--- config.mk ---
export PLATFORM = sky130hd
export DESIGN_NAME = ps2_mouse_decoder
export DESIGN_NICKNAME = d
export VERILOG_FILES = /design/src/rtl/ps2_mouse_decoder.sv
export SDC_FILE = /design/constraint.sdc
export NUM_CORES = 1
export LEC_CHECK = 0
export CAP_MARGIN = 20
export CORE_ASPECT_RATIO = 1.25
export CORE_MARGIN = 3
export CORE_UTILIZATION = 45
export DETAILED_ROUTE_END_ITERATION = 6
export PLACE_DENSITY = 0.71
export SLEW_MARGIN = 5
export SYNTH_ARGS = -nofsm -noshare
export SYNTH_HDL_FRONTEND = slang
export SYNTH_SLANG_ARGS = --single-unit
export TNS_END_PERCENT = 1
--- constraint.sdc ---
create_clock -name clock -period 7.2 [get_ports clock]
set_clock_uncertainty 0.15 [all_clocks]
set_input_delay 0.72 -clock clock [delete_from_list [all_inputs] [get_ports clock]]
set_output_delay 0.72 -clock clock [all_outputs]
set_load 0.1 [all_outputs]
--- src/rtl/ps2_mouse_decoder.sv ---
// PS/2 mouse front end: enables data reporting, then turns 3-byte movement
// packets into one-cycle sign-magnitude pointer updates in screen orientation.
module ps2_mouse_decoder #(
    parameter int FILTER_LENGTH  = 4,
    parameter int INHIBIT_CYCLES = 2500,
    parameter int TIMEOUT_CYCLES = 50000
) (
    input  logic       clock,
    input  logic       reset,
    input  logic       ps2_clock,
    input  logic       ps2_data,
    output logic       ps2_clock_drive,
    output logic       ps2_data_drive,
    output logic       streaming,
    output logic       pointer_ready,
    output logic [8:0] pointer_delta_x,
    output logic [8:0] pointer_delta_y,
    output logic       pointer_select
);

    localparam logic [7:0] ENABLE_CMD = 8'hF4;
    localparam logic       CMD_PARITY = ~^ENABLE_CMD;
    localparam int         IW = $clog2(INHIBIT_CYCLES + 1);
    localparam int         TW = $clog2(TIMEOUT_CYCLES + 1);

    typedef enum logic [2:0] {INHIBIT, SEND, ACKBIT, WAITACK, STREAM} state_t;

    state_t                          state;
    logic [1:0]                      raw_lines;
    logic [1:0][1:0]                 sync;
    logic [1:0][FILTER_LENGTH-1:0]   history;
    logic [1:0]                      filtered;
    logic                            clock_prev;
    logic                            fall;
    logic                            line_data;

    logic [TW-1:0]  timer;
    logic           timer_active;
    logic           timeout;

    logic [IW-1:0]  inhibit_count;
    logic [3:0]     send_index;
    logic [3:0]     bit_count;
    logic [9:0]     shift;
    logic [1:0]     byte_index;
    logic [7:4]     header;
    logic           header_left;
    logic [7:0]     b1;
    logic [7:0]     b2;
    logic           packet_pending;
    logic           prev_left;

    logic           frame_done;
    logic           frame_ok;
    logic [7:0]     rx_byte;
    logic [8:0]     x_conv;
    logic [8:0]     y_mag;
    logic [8:0]     y_conv;

    assign raw_lines = {ps2_data, ps2_clock};

    // Line 0 is the PS/2 clock, line 1 the data; a level is accepted only
    // after FILTER_LENGTH identical synchronised samples.
    always_ff @(posedge clock) begin
        if (reset) begin
            sync       <= '1;
            history    <= '1;
            filtered   <= 2'b11;
            clock_prev <= 1'b1;
        end else begin
            for (int i = 0; i < 2; i++) begin
                sync[i]    <= {sync[i][0], raw_lines[i]};
                history[i] <= {history[i][FILTER_LENGTH-2:0], sync[i][1]};
                if (&history[i])
                    filtered[i] <= 1'b1;
                else if (~|history[i])
                    filtered[i] <= 1'b0;
            end
            clock_prev <= filtered[0];
        end
    end

    assign fall      = clock_prev & ~filtered[0];
    assign line_data = filtered[1];

    always_comb begin
        timer_active = (state == SEND) || (state == ACKBIT) || (state == WAITACK) ||
                       ((state == STREAM) && ((bit_count != 4'd0) || (byte_index != 2'd0)));
    end

    assign timeout = timer_active && !fall && (timer == TW'(TIMEOUT_CYCLES - 1));

    always_ff @(posedge clock) begin
        if (reset || !timer_active || fall || timeout)
            timer <= '0;
        else
            timer <= timer + TW'(1);
    end

    // shift[0] holds the start bit, shift[8:1] the data, shift[9] parity;
    // the stop bit is the live data level on the eleventh edge.
    assign frame_done = fall && (bit_count == 4'd10);
    assign rx_byte    = shift[8:1];
    assign frame_ok   = ~shift[0] & (^shift[9:1]) & line_data;

    function automatic logic [8:0] sign_mag(input logic [8:0] raw, input logic overflow);
        logic [8:0] mag;
        mag = raw[8] ? (~raw + 9'd1) : raw;
        if (overflow || mag[8])
            return {raw[8], 8'hFF};
        return {raw[8], mag[7:0]};
    endfunction

    always_comb begin
        x_conv = sign_mag({header[4], b1}, header[6]);
        y_mag  = sign_mag({header[5], b2}, header[7]);
        y_conv = (y_mag[7:0] == 8'd0) ? 9'd0 : {~y_mag[8], y_mag[7:0]};
    end

    always_ff @(posedge clock) begin
        if (reset) begin
            state           <= INHIBIT;
            ps2_clock_drive <= 1'b0;
            ps2_data_drive  <= 1'b0;
            streaming       <= 1'b0;
            pointer_ready   <= 1'b0;
            pointer_delta_x <= '0;
            pointer_delta_y <= '0;
            pointer_select  <= 1'b0;
            inhibit_count   <= '0;
            send_index      <= '0;
            bit_count       <= '0;
            shift           <= '0;
            byte_index      <= '0;
            header          <= '0;
            header_left     <= 1'b0;
            b1              <= '0;
            b2              <= '0;
            packet_pending  <= 1'b0;
            prev_left       <= 1'b0;
        end else begin
            pointer_ready  <= 1'b0;
            pointer_select <= 1'b0;

            if (packet_pending) begin
                packet_pending  <= 1'b0;
                pointer_ready   <= 1'b1;
                pointer_delta_x <= x_conv;
                pointer_delta_y <= y_conv;
                pointer_select  <= header_left & ~prev_left;
                prev_left       <= header_left;
            end

            if (((state == WAITACK) || (state == STREAM)) && fall) begin
                if (bit_count == 4'd10) begin
                    bit_count <= 4'd0;
                end else begin
                    bit_count <= bit_count + 4'd1;
                    shift     <= {line_data, shift[9:1]};
                end
            end

            case (state)
                INHIBIT: begin
                    ps2_clock_drive <= 1'b1;
                    inhibit_count   <= inhibit_count + IW'(1);
                    bit_count       <= 4'd0;
                    byte_index      <= 2'd0;
                    send_index      <= 4'd0;
                    if (inhibit_count == IW'(INHIBIT_CYCLES - 1))
                        ps2_data_drive <= 1'b1;
                    if (inhibit_count == IW'(INHIBIT_CYCLES)) begin
                        ps2_clock_drive <= 1'b0;
                        inhibit_count   <= '0;
                        state           <= SEND;
                    end
                end

                // A 0 bit is sent by pulling the line, a 1 by releasing it.
                SEND: begin
                    if (timeout) begin
                        ps2_data_drive <= 1'b0;
                        state          <= INHIBIT;
                    end else if (fall) begin
                        send_index <= send_index + 4'd1;
                        if (send_index < 4'd8) begin
                            ps2_data_drive <= ~ENABLE_CMD[send_index[2:0]];
                        end else if (send_index == 4'd8) begin
                            ps2_data_drive <= ~CMD_PARITY;
                        end else begin
                            ps2_data_drive <= 1'b0;
                            state          <= ACKBIT;
                        end
                    end
                end

                ACKBIT: begin
                    if (timeout)
                        state <= INHIBIT;
                    else if (fall)
                        state <= line_data ? INHIBIT : WAITACK;
                end

                WAITACK: begin
                    if (timeout) begin
                        state <= INHIBIT;
                    end else if (frame_done) begin
                        if (frame_ok && (rx_byte == 8'hFA)) begin
                            state     <= STREAM;
                            streaming <= 1'b1;
                        end else begin
                            state <= INHIBIT;
                        end
                    end
                end

                // Header bytes must carry bit 3 set; anything else resyncs.
                STREAM: begin
                    if (timeout) begin
                        byte_index <= 2'd0;
                        bit_count  <= 4'd0;
                    end else if (frame_done) begin
                        if (!frame_ok) begin
                            byte_index <= 2'd0;
                        end else begin
                            case (byte_index)
                                2'd0: begin
                                    if (rx_byte[3]) begin
                                        header      <= rx_byte[7:4];
                                        header_left <= rx_byte[0];
                                        byte_index  <= 2'd1;
                                    end
                                end
                                2'd1: begin
                                    b1         <= rx_byte;
                                    byte_index <= 2'd2;
                                end
                                2'd2: begin
                                    b2             <= rx_byte;
                                    byte_index     <= 2'd0;
                                    packet_pending <= 1'b1;
                                end
                                default: byte_index <= 2'd0;
                            endcase
                        end
                    end
                end

                default: state <= INHIBIT;
            endcase
        end
    end

endmodule

==> impl_metrics.yaml <==
run_status:
  outcome: "complete, no violations"
grt:
  grt_max_degree: 91
  grt_first_pass_wirelength_um: 17800
  grtUsageTotal_pct: 17.70
  antenna_found_initial: 0
  grt_pass1_vias: 4005
  grt_overflow_total: 0
pwr:
  power_frac_clock_pct: 57.4
  p_int_mw: 1.240
  leakage_nw: 2.077
  p_seq_share_pct: 41.3
  switching_share_pct: 19.07
  power_frac_comb_pct: 1.3
  peakVddDrop_mv: 0.1989
  power_switching_mw: 0.2922
  pwr_density_cell_mw_per_mm2: 255.3
sta:
  period_needed_ns: 2.926
  period_share_pct: 40.64
  slew_headroom_pct: 33.06
  grt_setup_unrepaired: "no"
  setup_viol: 0
  tightest_slew_ns: 1.001
  fmax_mhz: 341.8
  slew_violations: 0
  setup_tns_ns: 0
  finalHoldViolCount: 0
yosys:
  synth_area_per_cell_um2: 8.835
  synth_top_area_share_pct: 45.00
  ys_warn_count: 0
  synth_most_common_cell: "dfxtp_1"
  netlist_instances: 569
  synth_ff_type: "dfxtp_1"
  synth-seq-cells: 113
  synth.net_count: 584
  yosys.area.top_type: "dfxtp_1"
  synth.distinct_cells: 64
  async_flop_share_pct: 0
  synth_common_cells: "dfxtp_1, nor2_1, nand2_1, a21oi_1, mux2i_1"
  yosysSeqAreaShare_pct: 45.00
  synthTopCellsByArea: "dfxtp_1, nor2_1, mux2i_1"
  synth_edf_count: 0
  syn-cell-area_mm2: 0.005027
cts:
  htreeDepth: 4
  clk_latency_ns: 0.41
  cts_max_path_buffers: 2
  cts.sinks: 113
  clkTransAtPathRegs_ns: 0.05
  cts_tree: "done"
  cts_setup_buffers: 0
  cts_buffers: 17
  cts-root-buf: "clkbuf_16"
  cts_resized: 0
  cts_hold_buf: 0
setup_path:
  critical_path.max_fanout: 8
  ff2ff_path_depth: 8
  crit_buf_inv: 1
  path_delay_family: "simple AND/OR/NAND/NOR gates"
  startpoint_type: "flip-flop"
  rrSetupSlack_ns: 4.27
  crit_type: "reg2reg"
  r2r-end: "b1[7]$_SDFFE_PP0P_"
  worstPathArrival_ns: 3.08
  r2r_start: "shift[4]$_SDFFE_PP0P_"
  path_cells: "ha_1 -> xnor3_1 -> xnor2_1 -> nand3b_2 -> nor4b_2 -> buf_4 -> mux2_1 -> and2b_1"
  required_ns: 7.36
  cpPeakStageDelay_ns: 0.47
  crit_slowest_cell: "dfxtp_1"
  end_kind: "flip-flop"
detailed_routing:
  ant_nets: 0
  via_count: 4080
  m1WireLength_um: 4422
  met2_wirelength_um: 5160
  wl_um: 10120
  top_layer_used: "met4"
  wl_met3_um: 381
  via_per_inst: 5.521
  avgRoutedWirePerCell_um: 13.70
  drcViolationCount: 0
  drt_first_pass_iters: 5
  drtIter0Drc: 227
die:
  start_util_pct: 46.67
  dieArea_mm2: 0.01248
  num_io_pins: 27
  die_h_um: 124.2
  dieWidth_um: 100.5
  fp-row-count: 42
  core_area_mm2: 0.01077
flow_run:
  maxCapViolCount: 0
finish:
  syn2layout_area_growth_pct: 19.39
  fin_util_pct: 55.71
  diodes: 0
  nets: 609
  final_cell_count_no_fill: 739
  drive_above_1_share_pct: 9.885
  stdcell_area_mm2: 0.006002
hold_path:
  min_path_cells: 1
  hold_class: "reg2reg"
  hp-start: "sync[2]$_SDFF_PP1_"
  holdPathEnd: "sync[3]$_SDFF_PP1_"
placement:
  place_congestion: 0.8369
  hpwl_um: 6793
  io_buffer_count: 26
  placed_area_mm2: 0.005364
  dp.cells: 706
[flip-flops by register name, indices dropped and copies added, names as in the netlist, 2 cells and up, named ones only]
name and count:
state 3, timer 16, shift 10, pointer_delta_x 9, pointer_delta_y 9, filtered 2, byte_index 2, sync 4
inhibit_count 12, header 4, send_index 4, b1 8, b2 8, history 8, bit_count 4
[final cells by class]
type / instances / area (µm²)
clock inverter: 10 / 156.4
sequential: 113 / 2262
fill: 930 / 4771
tap: 132 / 165.2
clock buffer: 22 / 474.2
timing repair buffer: 31 / 292.8
inverter: 18 / 67.56
multi-input combinational: 413 / 2584
[cell usage in the layout, fill, tap and decap left out, types with 3 or more instances in the layout]
cell type / Yosys / layout
clkbuf_16: 0 / 17
a31oi_1: 6 / 6
nand2b_1: 9 / 9
o21bai_1: 3 / 3
a211oi_1: 11 / 11
bufinv_16: 0 / 4
nand2_1: 41 / 41
a21oi_1: 29 / 29
nor2b_1: 8 / 8
a41oi_1: 4 / 4
clkdlybuf4s50_1: 0 / 25
clkbuf_8: 0 / 3
buf_4: 0 / 5
a311oi_1: 10 / 10
o21ai_0: 16 / 16
or2_2: 13 / 13
dfxtp_1: 113 / 113
nor2_1: 89 / 89
nor3_1: 17 / 17
clkinv_2: 0 / 4
ha_1: 11 / 11
and2_1: 3 / 3
or3_1: 5 / 5
mux2i_1: 24 / 24
and3_1: 3 / 3
nand3_1: 22 / 22
xnor2_1: 10 / 10
o31ai_1: 7 / 7
xor2_1: 20 / 20
inv_1: 18 / 18
nor3b_1: 4 / 4
nand4_1: 6 / 6
[worst reg2reg max path, cell delays in order (launching register included)]
cell      delay, ns
dfxtp_1        0.47
ha_1           0.31
xnor3_1        0.35
xnor2_1        0.19
nand3b_2       0.18
nor4b_2        0.44
buf_4          0.26
mux2_1         0.33
and2b_1        0.15
[cell families after synthesis]
kind of cell | Yosys count | share of synthesized area [%]
xor gates and xnor gates | 31 | 5.674
muxes | 25 | 5.002
AOI/OAI and AO/OA | 103 | 13.59
DFF | 113 | 45.00
adders and majority gates | 11 | 2.738
and+or+nand+nor | 243 | 24.39
buffers and inverters | 43 | 3.609
[per-layer routing]
metal / global-route usage (%) / vias to the layer above
met5: 0 / -
met4: 9.267 / 0
met3: 5.266 / 16
met2: 30.06 / 91
met1: 19.99 / 1919
li1: - / 2054
[worst max-delay path by stage]
| stage | from | to | slack, ns | cells after the start |
|---|---|---|---|---|
| after floorplan | shift[3]$_SDFFE_PP0P_ | b1[7]$_SDFFE_PP0P_ | 4.65 | 9 |
| after global placement | shift[4]$_SDFFE_PP0P_ | b1[7]$_SDFFE_PP0P_ | 4.38 | 8 |
| after detailed placement | shift[4]$_SDFFE_PP0P_ | b1[7]$_SDFFE_PP0P_ | 4.31 | 8 |
| after CTS | shift[4]$_SDFFE_PP0P_ | b1[7]$_SDFFE_PP0P_ | 4.28 | 8 |
| after global routing | shift[4]$_SDFFE_PP0P_ | b1[7]$_SDFFE_PP0P_ | 4.13 | 8 |
| final | shift[4]$_SDFFE_PP0P_ | b1[7]$_SDFFE_PP0P_ | 4.27 | 8 |
[power groups by stage]
stage	Combinational [mW]	Clock [mW]	Sequential, mW
3_3_place_gp	0.0199	0	0.645
5_1_grt	0.0232	0.926	0.632
3_5_place_dp	0.0205	0	0.645
6_report	0.0204	0.880	0.632
2_1_floorplan	0.0135	0	0.647
4_1_cts	0.0206	0.896	0.632
[per-stage QoR]
stage	hold slack (ns)	total power, mW	setup WS [ns]
global route	0.2804	1.581	4.133
global placement	0.2472	0.6648	4.378
finish	0.2543	1.532	4.274
detailed placement	0.2433	0.6655	4.310
CTS	0.2554	1.549	4.279
floorplan	0.2395	0.6602	4.649
(Power assumes the default switching activity.)
